## src/rtl/ifu_pkg.sv

```systemverilog
// ifu_pkg - shared definitions for the instruction fetch unit.
// Holds the project-wide fetch defines (RESET_PC, NOP encoding and the
// instruction/address widths) plus the FIFO entry type. This file must be
// compiled before the other ifu files.
// Optional feature of the fetch unit: IFU_MISALIGN_TRAP_EN (see ifu.sv).
`ifndef IFU_DEFINES_DONE
`define IFU_DEFINES_DONE
`define INST_WIDTH      32
`define INST_ADDR_WIDTH 32
`define RESET_PC        32'h0000_0000
`define INST_NOP        32'h0000_0013
`endif

package ifu_pkg;

  localparam int INST_W     = `INST_WIDTH;
  localparam int ADDR_W     = `INST_ADDR_WIDTH;
  localparam int ENTRY_W    = ADDR_W + INST_W;
  localparam int FIFO_DEPTH = 2;

  localparam logic [ADDR_W-1:0] RESET_PC = `RESET_PC;
  localparam logic [INST_W-1:0] NOP_INST = `INST_NOP;

  // One buffered instruction together with the address it was fetched from.
  typedef struct packed {
    logic [ADDR_W-1:0] addr;
    logic [INST_W-1:0] inst;
  } fetch_entry_t;

  // Clears the two byte-offset bits of a redirect target.
  function automatic logic [ADDR_W-1:0] word_align(input logic [ADDR_W-1:0] a);
    return {a[ADDR_W-1:2], 2'b00};
  endfunction

endpackage

```

## src/rtl/ifu_fifo.sv

```systemverilog
// ifu_fifo - small register-based FIFO used as the fetch buffer.
// Push data becomes visible on head one cycle after the push edge; there is
// no bypass from push_data to head. flush empties the FIFO and overrides a
// coincident push or pop.
module ifu_fifo #(
  parameter int WIDTH = 64,
  parameter int DEPTH = 2
) (
  input  logic                         clk,
  input  logic                         rst,
  input  logic                         push,
  input  logic [WIDTH-1:0]             push_data,
  input  logic                         pop,
  input  logic                         flush,
  output logic [WIDTH-1:0]             head,
  output logic [$clog2(DEPTH+1)-1:0]   count,
  output logic                         full,
  output logic                         empty
);

  localparam int PTR_W = (DEPTH > 1) ? $clog2(DEPTH) : 1;
  localparam int CNT_W = $clog2(DEPTH + 1);

  logic [WIDTH-1:0] mem [DEPTH];
  logic [PTR_W-1:0] wr_ptr_reg;
  logic [PTR_W-1:0] rd_ptr_reg;
  logic [CNT_W-1:0] count_reg;
  logic             do_push;
  logic             do_pop;

  // Pointers wrap explicitly so a non-power-of-two depth also works.
  function automatic logic [PTR_W-1:0] ptr_inc(input logic [PTR_W-1:0] p);
    return (p == PTR_W'(DEPTH - 1)) ? '0 : p + PTR_W'(1);
  endfunction

  assign full    = (count_reg == CNT_W'(DEPTH));
  assign empty   = (count_reg == '0);
  assign do_push = push && !full && !flush;
  assign do_pop  = pop && !empty && !flush;
  assign head    = mem[rd_ptr_reg];
  assign count   = count_reg;

  // Storage write; entries need no reset because head is qualified by count.
  always_ff @(posedge clk) begin
    if (do_push) begin
      mem[wr_ptr_reg] <= push_data;
    end
  end

  // Pointer and occupancy bookkeeping; flush wins over push/pop.
  always_ff @(posedge clk or negedge rst) begin
    if (!rst) begin
      wr_ptr_reg <= '0;
      rd_ptr_reg <= '0;
      count_reg  <= '0;
    end else if (flush) begin
      wr_ptr_reg <= '0;
      rd_ptr_reg <= '0;
      count_reg  <= '0;
    end else begin
      if (do_push) begin
        wr_ptr_reg <= ptr_inc(wr_ptr_reg);
      end
      if (do_pop) begin
        rd_ptr_reg <= ptr_inc(rd_ptr_reg);
      end
      case ({do_push, do_pop})
        2'b10:   count_reg <= count_reg + CNT_W'(1);
        2'b01:   count_reg <= count_reg - CNT_W'(1);
        default: count_reg <= count_reg;
      endcase
    end
  end

endmodule

```

## src/rtl/ifu.sv

```systemverilog
// ifu - instruction fetch unit.
// Issues sequential word fetches from a PC register, keeps at most two
// instructions in flight or buffered, discards responses made stale by a
// redirect and hands instructions to decode through a two-entry FIFO.
// Optional feature: define IFU_MISALIGN_TRAP_EN to pulse misalign_o for one
// cycle after a redirect whose target has nonzero low bits; otherwise those
// bits are silently cleared and misalign_o stays 0.
module ifu
  import ifu_pkg::*;
(
  input  logic              clk,
  input  logic              rst,
  input  logic              jump_en_i,
  input  logic [ADDR_W-1:0] jump_addr_i,
  input  logic              hold_i,
  output logic              rom_req_o,
  output logic [ADDR_W-1:0] rom_addr_o,
  input  logic              rom_gnt_i,
  input  logic              rom_rvalid_i,
  input  logic [INST_W-1:0] rom_rdata_i,
  output logic [INST_W-1:0] inst_o,
  output logic [ADDR_W-1:0] inst_addr_o,
  output logic              inst_valid_o,
  output logic              misalign_o
);

  logic [ADDR_W-1:0]  pc_reg;
  logic [ADDR_W-1:0]  pc_next;
  logic [1:0]         outstanding_reg;
  logic [1:0]         outstanding_next;
  logic [1:0]         discard_reg;
  logic [1:0]         discard_next;
  logic               misalign_reg;

  logic [1:0]         fifo_count;
  logic               fifo_full;
  logic               fifo_empty;
  logic [ENTRY_W-1:0] fifo_head_raw;
  fetch_entry_t       fifo_head;
  fetch_entry_t       fifo_push_entry;

  logic [2:0]         in_use;
  logic               has_credit;
  logic               grant;
  logic               resp_live;
  logic               resp_stale;
  logic               push;
  logic               pop;
  logic [1:0]         live_count;
  logic [ADDR_W-1:0]  resp_addr;
  logic [ADDR_W-1:0]  jump_target;

  // Credit: buffered plus in-flight instructions may not exceed the FIFO depth,
  // so a response always finds room. Requests are also masked during reset.
  assign in_use     = {1'b0, fifo_count} + {1'b0, outstanding_reg};
  assign has_credit = (in_use < 3'(FIFO_DEPTH));
  assign rom_req_o  = rst && has_credit && !jump_en_i;
  assign rom_addr_o = pc_reg;
  assign grant      = rom_req_o && rom_gnt_i;

  // A response with nothing outstanding is a leftover from before reset and
  // is ignored; responses still covered by the discard count are stale.
  assign resp_live  = rom_rvalid_i && (outstanding_reg != 2'd0);
  assign resp_stale = resp_live && (discard_reg != 2'd0);

  // Responses are in order and addresses are sequential, so the oldest live
  // request was issued live_count words before the current PC.
  assign live_count = outstanding_reg - discard_reg;
  assign resp_addr  = pc_reg - ADDR_W'({live_count, 2'b00});

  assign jump_target = word_align(jump_addr_i);

  // A redirect wins over a response push and over a pop.
  assign push = resp_live && !resp_stale && !jump_en_i && !fifo_full;
  assign pop  = !fifo_empty && !hold_i && !jump_en_i;

  assign fifo_push_entry = '{addr: resp_addr, inst: rom_rdata_i};
  assign fifo_head       = fifo_head_raw;

  ifu_fifo #(
    .WIDTH (ENTRY_W),
    .DEPTH (FIFO_DEPTH)
  ) u_fifo (
    .clk       (clk),
    .rst       (rst),
    .push      (push),
    .push_data (fifo_push_entry),
    .pop       (pop),
    .flush     (jump_en_i),
    .head      (fifo_head_raw),
    .count     (fifo_count),
    .full      (fifo_full),
    .empty     (fifo_empty)
  );

  // Decode sees the FIFO head, or a NOP at the current PC when nothing is buffered.
  assign inst_valid_o = !fifo_empty;
  assign inst_o       = fifo_empty ? NOP_INST : fifo_head.inst;
  assign inst_addr_o  = fifo_empty ? pc_reg : fifo_head.addr;
  assign misalign_o   = misalign_reg;

  // Next-state for PC, outstanding and discard counters.
  always_comb begin
    pc_next          = pc_reg;
    outstanding_next = outstanding_reg;
    discard_next     = discard_reg;
    if (grant && !resp_live) begin
      outstanding_next = outstanding_reg + 2'd1;
    end else if (!grant && resp_live) begin
      outstanding_next = outstanding_reg - 2'd1;
    end
    if (jump_en_i) begin
      // Everything still in flight after this edge belongs to the old path.
      pc_next      = jump_target;
      discard_next = outstanding_next;
    end else begin
      if (grant) begin
        pc_next = pc_reg + ADDR_W'(4);
      end
      if (resp_stale) begin
        discard_next = discard_reg - 2'd1;
      end
    end
  end

  // Fetch state registers.
  always_ff @(posedge clk or negedge rst) begin
    if (!rst) begin
      pc_reg          <= RESET_PC;
      outstanding_reg <= 2'd0;
      discard_reg     <= 2'd0;
    end else begin
      pc_reg          <= pc_next;
      outstanding_reg <= outstanding_next;
      discard_reg     <= discard_next;
    end
  end

`ifdef IFU_MISALIGN_TRAP_EN
  // One-cycle flag following a redirect to a non-word-aligned target.
  always_ff @(posedge clk or negedge rst) begin
    if (!rst) begin
      misalign_reg <= 1'b0;
    end else begin
      misalign_reg <= jump_en_i && (jump_addr_i[1:0] != 2'b00);
    end
  end
`else
  logic unused_jump_low;
  assign unused_jump_low = ^jump_addr_i[1:0];
  assign misalign_reg    = 1'b0;
`endif

endmodule

```

## config.mk

```make
export PLATFORM = sky130hd
export DESIGN_NAME = ifu
export DESIGN_NICKNAME = d
export VERILOG_FILES = /design/src/rtl/ifu_pkg.sv /design/src/rtl/ifu_fifo.sv /design/src/rtl/ifu.sv
export SDC_FILE = /design/constraint.sdc
export NUM_CORES = 1
export LEC_CHECK = 0
export ABC_CLOCK_PERIOD_IN_PS = 5800
export CAP_MARGIN = 20
export CELL_PAD_IN_SITES_DETAIL_PLACEMENT = 0
export CELL_PAD_IN_SITES_GLOBAL_PLACEMENT = 1
export CORE_UTILIZATION = 45
export DETAILED_ROUTE_END_ITERATION = 8
export DONT_BUFFER_PORTS = 1
export GPL_TIMING_DRIVEN = 0
export HOLD_SLACK_MARGIN = 0.1
export PLACE_DENSITY = 0.83
export SLEW_MARGIN = 20
export SYNTH_ARGS = -nofsm -noshare
export SYNTH_HDL_FRONTEND = slang
export SYNTH_SLANG_ARGS = --single-unit
```

## constraint.sdc

```tcl
create_clock -name clk -period 5.8 [get_ports clk]
set_clock_uncertainty 0.05 [all_clocks]
set_input_delay 0.87 -clock clk [delete_from_list [all_inputs] [get_ports clk]]
set_output_delay 0.87 -clock clk [all_outputs]
set_load 0.01 [all_outputs]
```

==> flow_results.org, run 1 <==
** Final layout
- Non-filler cells in the finished layout :: ~970
- The area growth from synthesis to layout is 12.5%.
- Register bank with the most flops :: u_fifo.mem
- Number of diodes :: 0
- The layout has 1,510 filler cells.
- The finished cells cover 9030 um2.
- Max reg flops :: between 100 and 150
- Cells with a size suffix above 1 make up between 10 and 15% of the layout.
- Multi-input combinational cell area :: 3030 um2
- At the end of the flow, the number of nets in the layout was 813.
- Across the whole layout, storage elements account for between 4000 and 5000 um2.

** Die
- Core ar. :: 17,400 um2
- The die is ~140 um tall.
- Full die area :: 18,400 um2
- For this design the top-level I/O count stands at between 150 and 200.
- Width of the die :: 136 um
- The floorplan has between 40 and 50 rows.
- For this configuration, the core starts out at a cell density of roughly 46%.

** CTS
- Clock tree from TritonCTS :: built
- Post-cts sizing count :: 0
- In this run the deepest clock path goes through 2 buffers.
- Clock tree synthesis inserted a total of 17 buffers.
- CTS saw 162 sinks.
- Worst-Skew Late Latency :: between 400 and 500 ps
- The root buffer cell chosen for the clock tree is sky130_fd_sc_hd__clkbuf_16.
- Maximum level of the CTS H-tree :: 4
- Clock-pin slew was measured on the worst setup and hold paths at ~60 ps.

** Timing
- RSZ-0062 raised after global routing :: false
- Final hold violation count :: 0
- Setup slack on the critical path of the routed design comes to about 2500 ps.
- Maximum clock frequency :: ~0.30 GHz
- Setup violations remaining at the end of the flow were counted as 0.
- Max-slew headroom at the worst pin :: a little under half
- Least-Margin Pin Slew :: between 800 and 900 ps
- Minimum clock period after layout :: between 3000 and 4000 ps
- Final sum of negative setup slack :: 0 ps
- The max-slew violation count is 0.
- Dividing the final minimum period by the clock period gives 56.6%.

** Placed design
- The congestion estimate from routability-driven global placement came to ~0.9.
- The wire-length estimate of the detail-placed layout is 14.6 mm.
- After detailed placement, the total cell area comes to approximately 8500 um2.
- Instance count after placement with tap cells included :: 940
- Before CTS, the worst setup slack after placement is 2600 ps.
- Port Buffer Count :: 0

** Routing
- Once detail routing completed, the nets flagged for antenna violations numbered 0.
- Number of remaining DRC errors :: 0
- For this block, the initial DRC count from the detailed router was approximately 360.
- Total number of vias :: 5,594
- Vias per Instance :: between 5 and 6
- Per-cell routed wire length :: just over 20 um
- Length of the first detailed-routing pass in iterations :: 5
- WL final :: just under 20 mm

** Power
- VDD sags by at most approximately 0.21 mV.
- Static leakage :: 3.09 nW
- Dividing total power by cell area gives a power density of 367 nW/um2.

** Setup path
- STA classifies the critical path startpoint as a flop.
- At the worst endpoint, the required time is between 4000 and 5000 ps.
- Crit path DAT :: between 2000 and 2500 ps
- The worst setup path is of the flop to output pin kind.
- CP Max Fanout :: 10
- The worst setup path is captured at an output pin.

** Yosys
- Yosys attributes the largest share of cell area to sky130_fd_sc_hd__edfxtp_1 46%, sky130_fd_sc_hd__dfrtp_1 12%, sky130_fd_sc_hd__mux2i_1 8.0%.
- Register bit count reported by yosys :: ~160
- Synthesis handed over a netlist of 701 instances.
- For this run, the register share of the synthesized area comes to between 50% and 60%.
- The synthesized netlist contains 52 unique library cells.
- Syn Std Cell Area :: approximately 8000 um2
- Summed over all instances, the cell type with the most area after synthesis is sky130_fd_sc_hd__edfxtp_1.
- For this run, the leading register cell type out of synthesis is sky130_fd_sc_hd__edfxtp_1.
- The synthesized design devotes to its leading area cell type a little under half of total area.
- For this run, asynchronously set or reset flops after synthesis account for approximately a quarter.
- Dividing the synthesized area by the synthesized cell count gives about 11 um2.
- In this run, synthesis inferred about 120 flip-flops with an integrated enable.
- During synthesis, Yosys emitted a total of 0 warnings.

** GRT
- Global routing used approximately 22% of the available tracks.
- The first global-routing pass estimated around 30 mm of wire.
- The number of antenna violations at the first check in global routing came to 0.
- Gr ovfl total :: 0
- Entering global routing, the biggest net connects 39 pins.
- The via count of the first global-routing pass is ~5,700.

** Hold path
- Worst min-delay path class :: primary input to asynchronous set/reset pin

** Status
- The flow ran to the end, and the final reports show no timing, DRC or antenna violations.

** Flow run
- Max_cap viols :: 0
## synthesized netlist by cell type (4+ instances only)
cell type and instances:
sky130_fd_sc_hd__a31oi_1 16, sky130_fd_sc_hd__xor2_1 10, sky130_fd_sc_hd__or4_1 15, sky130_fd_sc_hd__nand3_1 26
sky130_fd_sc_hd__dfrtp_1 38, sky130_fd_sc_hd__nor2_1 64, sky130_fd_sc_hd__buf_4 7, sky130_fd_sc_hd__nand4_1 16
sky130_fd_sc_hd__o21ai_0 49, sky130_fd_sc_hd__ha_1 6, sky130_fd_sc_hd__nand2_1 64, sky130_fd_sc_hd__buf_1 4
sky130_fd_sc_hd__o31ai_1 8, sky130_fd_sc_hd__nor2b_1 6, sky130_fd_sc_hd__xnor2_1 33, sky130_fd_sc_hd__and4_1 5
sky130_fd_sc_hd__nand2b_1 4, sky130_fd_sc_hd__inv_1 20, sky130_fd_sc_hd__buf_2 17, sky130_fd_sc_hd__edfxtp_1 124
sky130_fd_sc_hd__nor4_1 6, sky130_fd_sc_hd__mux2i_1 64, sky130_fd_sc_hd__o41ai_1 6, sky130_fd_sc_hd__and3_1 4
sky130_fd_sc_hd__clkbuf_1 34, sky130_fd_sc_hd__or3_1 8, sky130_fd_sc_hd__nor3_1 7
## layer usage
metal / GRT usage (%) / part of all wire (%)
met1: 27.5 / 42
met2: 35.4 / 47
met3: 7.03 / 9.0
met4: 8.86 / 1.7
met5: 0 / 0
## repair_timing
item	in CTS	in global routing
hold buffers	1	0
buffers inserted	0	0
hold endpoints to repair	38	0
## final timing paths
check | start | endpoint | slack (ps) | cells past startpoint
worst max-delay path | u_fifo.count[1] | inst_o[4] | 2520 | 5
worst min-delay path | rst | rom_addr_o[23] | 230 | 1
worst max register to register | outstanding_reg[0] | u_fifo.mem[1][62] | 2610 | 9
worst min register to register | discard_reg[0] | discard_reg[0] | 570 | 2
max in group asynchronous | rst | u_fifo.count[0] | 5270 | 1
min in group clk | rom_rdata_i[31] | u_fifo.mem[0][31] | 490 | 0
## critical path: stages, from the launching register on
cell and delay [ps]:
sky130_fd_sc_hd__dfrtp_1 470, sky130_fd_sc_hd__nor2_1 160, sky130_fd_sc_hd__clkbuf_1 450, sky130_fd_sc_hd__clkbuf_1 460
sky130_fd_sc_hd__inv_1 230, sky130_fd_sc_hd__nand2_1 170
## power breakdown
part / total (W) / internal (W) / leakage (nW) / switching [W]
registers: 0.00146 / 0.00139 / 1.57 / 0.0000677
logic: 0.000839 / 0.000283 / 1.27 / 0.000557
clock network: 0.00102 / 0.000550 / 0.255 / 0.000465
total: 0.00331 / 0.00222 / 3.09 / 0.00109
## cells in the final DEF, fill, tap and decap left out, types with 5 or more instances in the layout
cell                          n
sky130_fd_sc_hd__a31oi_1     16
sky130_fd_sc_hd__and4_1       5
sky130_fd_sc_hd__buf_2       17
sky130_fd_sc_hd__buf_4        7
sky130_fd_sc_hd__buf_6        6
sky130_fd_sc_hd__clkbuf_1    34
sky130_fd_sc_hd__clkbuf_16   17
sky130_fd_sc_hd__conb_1       5
sky130_fd_sc_hd__dfrtp_1     38
sky130_fd_sc_hd__edfxtp_1   124
sky130_fd_sc_hd__ha_1         6
sky130_fd_sc_hd__inv_1       20
sky130_fd_sc_hd__mux2i_1     64
sky130_fd_sc_hd__nand2_1     64
sky130_fd_sc_hd__nand3_1     26
sky130_fd_sc_hd__nand4_1     16
sky130_fd_sc_hd__nor2_1      64
sky130_fd_sc_hd__nor2b_1      6
sky130_fd_sc_hd__nor3_1       6
sky130_fd_sc_hd__nor4_1       6
sky130_fd_sc_hd__o21ai_0     49
sky130_fd_sc_hd__o31ai_1      8
sky130_fd_sc_hd__o41ai_1      6
sky130_fd_sc_hd__or3_1        8
sky130_fd_sc_hd__or4_1       15
sky130_fd_sc_hd__xnor2_1     33
sky130_fd_sc_hd__xor2_1      10
## area by class of cell
class	count	area share, %
repair buffers	11	1.63
plain buffers	63	3.16
clock buffers	17	4.71
clock inverters	15	1.23
inverters	21	0.873
well taps	225	3.12
flip-flops and latches	162	51.8
multi-input cells	459	33.5
## through the flow
step                total power, W  hold WS (ps)  util [%]
detailed placement         0.00232           525      48.8
finish                     0.00331           231      52.0
CTS                        0.00334           226      52.0
global placement           0.00227           505      48.0
floorplan                  0.00209           486         -
global route               0.00348           233      52.0
## cells by family (layout without fill, tap and decap cells)
logic type	count (synthesis)	after routing	share of synthesized area, %
fa+ha+maj	8	8	1.43
mux	66	66	8.26
flops	162	162	58.2
xor+xnor	43	43	4.69
simple gates	251	251	16.5
other cells	1	5	0.0467
compound gates	86	86	6.30
buf+inv	84	127	4.53
(Power assumes the default switching activity.)
==> run 2: changes to the inputs <==
--- a/config.mk
+++ b/config.mk
@@ -5,16 +5,16 @@
 export SDC_FILE = /design/constraint.sdc
 export NUM_CORES = 1
 export LEC_CHECK = 0
-export ABC_CLOCK_PERIOD_IN_PS = 5800
+export ABC_CLOCK_PERIOD_IN_PS = 3400
 export CAP_MARGIN = 20
 export CELL_PAD_IN_SITES_DETAIL_PLACEMENT = 0
 export CELL_PAD_IN_SITES_GLOBAL_PLACEMENT = 1
-export CORE_UTILIZATION = 45
+export CORE_UTILIZATION = 50
 export DETAILED_ROUTE_END_ITERATION = 8
 export DONT_BUFFER_PORTS = 1
 export GPL_TIMING_DRIVEN = 0
 export HOLD_SLACK_MARGIN = 0.1
-export PLACE_DENSITY = 0.83
+export PLACE_DENSITY = 0.86
 export SLEW_MARGIN = 20
 export SYNTH_ARGS = -nofsm -noshare
 export SYNTH_HDL_FRONTEND = slang
==> constraint.sdc (replaced) <==
create_clock -name clk -period 3.4 [get_ports clk]
set_clock_uncertainty 0.05 [all_clocks]
set_input_delay 0.51 -clock clk [delete_from_list [all_inputs] [get_ports clk]]
set_output_delay 0.51 -clock clk [all_outputs]
set_load 0.01 [all_outputs]
==> run 2 against run 1 <==
Effect of this change: sequential share of layout area fell by 0.29 points; worst hold slack got worse by 91 ps; critical endpoint is now inst_o[1]; flip-flop and latch count did not move; final area rose by 0.57%; routed wire length fell by 1.3%; non-clock buffer count rose by 1; clock power rose by 91%; die area fell by 9.9%; critical path type unchanged; count of clock-buffer cells in the layout rose by 1.
==> flow_results.org, run 2 (synthesized netlist as in run 1, its figures left out) <==
** Timing
- Subtracting the final worst setup slack from the clock period gives between 3000 and 4000 ps.
- The max-slew violation count was 0 (unchanged).
- Setup repair after global routing left no endpoint under its margin.
- Setup violation total in the final timing report :: 0 (unchanged)
- Least-Margin Pin Slew :: 810 ps (+7.53 ps)
- Maximum clock frequency :: 0.327 GHz
- The final critical path takes up ~90% of the cycle.
- Max-slew headroom at the worst pin :: 46.0% (-0.50 points)
- Final hold violation count :: 0 (unchanged)

** Final layout
- The library cell used most frequently in the layout, excluding fill and tap cells, is sky130_fd_sc_hd__edfxtp_1.
- u_fifo.mem holds more flip-flops than any other register.
- The count of nets after finishing was 814 (+0.12%).
- The flip-flop and latch area was 4670 um2 (unchanged).
- Multi-input combinational cell area :: 3030 um2 (unchanged)
- The fraction of final layout cells sized beyond drive strength 1 is 9.77% (-0.39 points).
- Post-synthesis to final-layout area growth :: 13.1%
- The share of the core filled with cells is 58.9% (+6.8 points).
- Number of inserted filler cells in the final layout :: 1,292 (-14%)
- Number of diodes :: 0 (unchanged)
- Most frequent cells in the layout :: 124 x sky130_fd_sc_hd__edfxtp_1, 64 x sky130_fd_sc_hd__nor2_1, 64 x sky130_fd_sc_hd__nand2_1, 64 x sky130_fd_sc_hd__mux2i_1, 49 x sky130_fd_sc_hd__o21ai_0
- Max reg flops :: 124 (unchanged)

** Placed design
- GPL Wtd Cong :: 0.903 (-0.68%)
- The count of input and output buffers was 0 (unchanged).
- Dpl hpwl :: 14.1 mm (-3.4%)

** Setup path
- The required time at the endpoint of the critical path came to 2840 ps (-2040 ps).
- Depth of the worst register-to-register path :: 10 (+1)
- STA classifies the critical path startpoint as a flop.
- The critical path is of the flop to output pin type.
- STA classifies the critical path endpoint as an output pin.
- Crit path DAT :: 2500 ps (+140 ps)
- CP Max Fanout :: 10 (unchanged)

** Die
- The width of the die came to 129 um (-5.1%).
- Core ar. :: 15,400 um2 (-11%)
- The boundary pin count was 169 (unchanged).
- The height of the die is 129 um (-5.1%).
- Std cell rows :: 45 (-6.3%)
- The initial core utilization was 52.0% (+5.8 points).
- Full die area :: 16,600 um2 (-9.9%)

** GRT
- The total global routing overflow was 0 (unchanged).
- The via count of the first global-routing pass was 5,597 (-1.3%).
- met2 is the most crowded layer.
- Antenna violations before repair :: 0 (unchanged)
- The global-route wire length before repair came to 30.6 mm (+0.72%).
- The met2 capacity usage during global routing is 40.2% (+4.8 points).
- The global-route usage over all layers is 24.6% (+2.6 points).
- Met1 global-route usage :: 30.8% (+3.3 points)
- The met3 usage is 8.02% (+0.99 points).
- Pin count of the biggest net entering global routing :: 39 (unchanged)

** Power
- Worst ir drop on vdd :: 0.386 mV (+85%)
- Design Power :: 0.00587 W (+77%)
- The static leakage was 3.11 nW (+0.86%).
- The power share of the clock group is 33.2% (+2.5 points).
- Internal power :: 0.00407 W (+83%)
- Fraction of power spent switching nets :: 30.7% (-2.2 points)
- Comb pwr share :: 24.4% (-0.9 points)
- Net switching power :: 0.00180 W (+65%)
- The share of power burned in registers came to 42.4% (-1.6 points).
- Pwr dens :: 646 nW/um2 (+76%)

** CTS
- TritonCTS Buffers :: 17 (unchanged)
- The number of gates resized after CTS was 0 (unchanged).
- The maximum level of the CTS H-tree came to 4 (unchanged).
- The cell sitting at the root of the clock tree is a sky130_fd_sc_hd__clkbuf_16.
- Clock tree from TritonCTS :: built
- CTS Sinks :: 162 (unchanged)
- The maximum number of buffers from clock root to sink is 2 (unchanged).
- Worst-Skew Late Latency :: 420 ps (about the same)
- Clock slew at the register clock pins of the worst setup and hold paths :: 60 ps (about the same)

** Flow run
- The number of maximum-capacitance constraint violations is 0 (unchanged).

** Status
- The flow ran to the end, and the final reports show no timing, DRC or antenna violations.

** Routing
- Total number of vias :: 5,609 (+0.27%)
- The total iterations of the first detailed-routing run was 5 (unchanged).
- The total wirelength of the detailed-routed design is 19.5 mm (-1.3%).
- The number of vias per cell after detailed routing was 5.85 (+1.8%).
- The residual antenna-violating net count after detailed routing came to 0 (unchanged).
- Number of remaining DRC errors :: 0 (unchanged)
- The routed length per instance was 20.4 um (+0.27%).
- The violation count after the first detailed-routing iteration came to 450 (+25%).

** Hold path
- Worst hold path cell count :: 0
- Worst min-delay path class :: primary input to flop
[run 2: cell types whose count changed in the layout (fill, tap and decap cells not counted), moves of 2 or more]
cell,change
sky130_fd_sc_hd__buf_6,-4
sky130_fd_sc_hd__inv_6,-3
sky130_fd_sc_hd__bufinv_16,+4
sky130_fd_sc_hd__clkinv_4,-4
sky130_fd_sc_hd__buf_4,+2
sky130_fd_sc_hd__buf_8,+2
[run 2: final timing paths]
kind | slack, ps | end | startpoint
worst max register to register | 340 | u_fifo.mem[1][62] | outstanding_reg[0]
min in group asynchronous | 530 | rom_addr_o[19] | rst
worst max-delay path | 340 | inst_o[1] | u_fifo.count[1]
worst min register to register | 580 | discard_reg[0] | discard_reg[0]
max in group asynchronous | 2570 | u_fifo.rd_ptr_reg | rst
worst min-delay path | 140 | u_fifo.mem[0][28] | rom_rdata_i[28]
[run 2: power groups by stage]
stage | combinational (W) | clock, W | sequential (W)
2_1_floorplan | 0.00106 | 0 | 0.00250
4_1_cts | 0.00144 | 0.00198 | 0.00249
3_3_place_gp | 0.00135 | 0 | 0.00253
5_1_grt | 0.00161 | 0.00206 | 0.00250
6_report | 0.00143 | 0.00195 | 0.00249
3_5_place_dp | 0.00142 | 0 | 0.00253
[run 2: worst max-delay path, stage by stage, from the launching register on]
cell,delay [ps]
sky130_fd_sc_hd__dfrtp_1,470
sky130_fd_sc_hd__nor2_1,190
sky130_fd_sc_hd__clkbuf_1,530
sky130_fd_sc_hd__clkbuf_1,460
sky130_fd_sc_hd__inv_1,240
sky130_fd_sc_hd__nand2_1,180
[run 2: layout make-up]
| cell class | count | area share (%) |
|---|---|---|
| Timing Repair Buffer | 12 | 1.74 |
| Clock buffer | 18 | 4.72 |
| Buffer | 63 | 3.14 |
| Clock inverter | 12 | 1.83 |
| Inverter | 21 | 0.868 |
| Sequential cell | 162 | 51.5 |
| Multi-Input combinational cell | 459 | 33.3 |
| Tap cell | 211 | 2.91 |
[run 2: routing by layer]
metal,up-vias,wire length [um]
li1,2621,-
met1,2707,7890
met2,260,9370
met3,21,1960
met4,0,282
met5,-,0
[run 2: stage by stage]
| stage | worst slack [ps] | setup TNS, ps | instance area, um2 | hold WS, ps | cells |
|---|---|---|---|---|---|
| 6_report | 343 | 0 | 9080 | 140 | 958 |
| 5_1_grt | 138 | 0 | 9080 | 115 | 958 |
| 4_1_cts | 199 | 0 | 9070 | 117 | 956 |
| 3_5_place_dp | 223 | 0 | 8440 | 166 | 924 |
| 3_3_place_gp | -942 | -104680 | 8330 | 166 | 916 |
| 2_1_floorplan | -19.7 | -1220 | 8070 | 164 | 705 |
[run 2: timing repair]
| action | CTS | global route |
|---|---|---|
| hold buffers | 2 | 0 |
| hold endpoints to repair | 38 | 0 |
| endpoints found under the setup margin | 0 | 2 |
| setup buffers | 0 | 2 |
==> run 3: changes to the inputs <==
--- a/config.mk
+++ b/config.mk
@@ -9,6 +9,7 @@
 export CAP_MARGIN = 20
 export CELL_PAD_IN_SITES_DETAIL_PLACEMENT = 0
 export CELL_PAD_IN_SITES_GLOBAL_PLACEMENT = 1
+export CORE_MARGIN = 1
 export CORE_UTILIZATION = 50
 export DETAILED_ROUTE_END_ITERATION = 8
 export DONT_BUFFER_PORTS = 1
==> results of run 3 <==
Same layout as run 2: the final DEF is identical, and so are final timing and power.
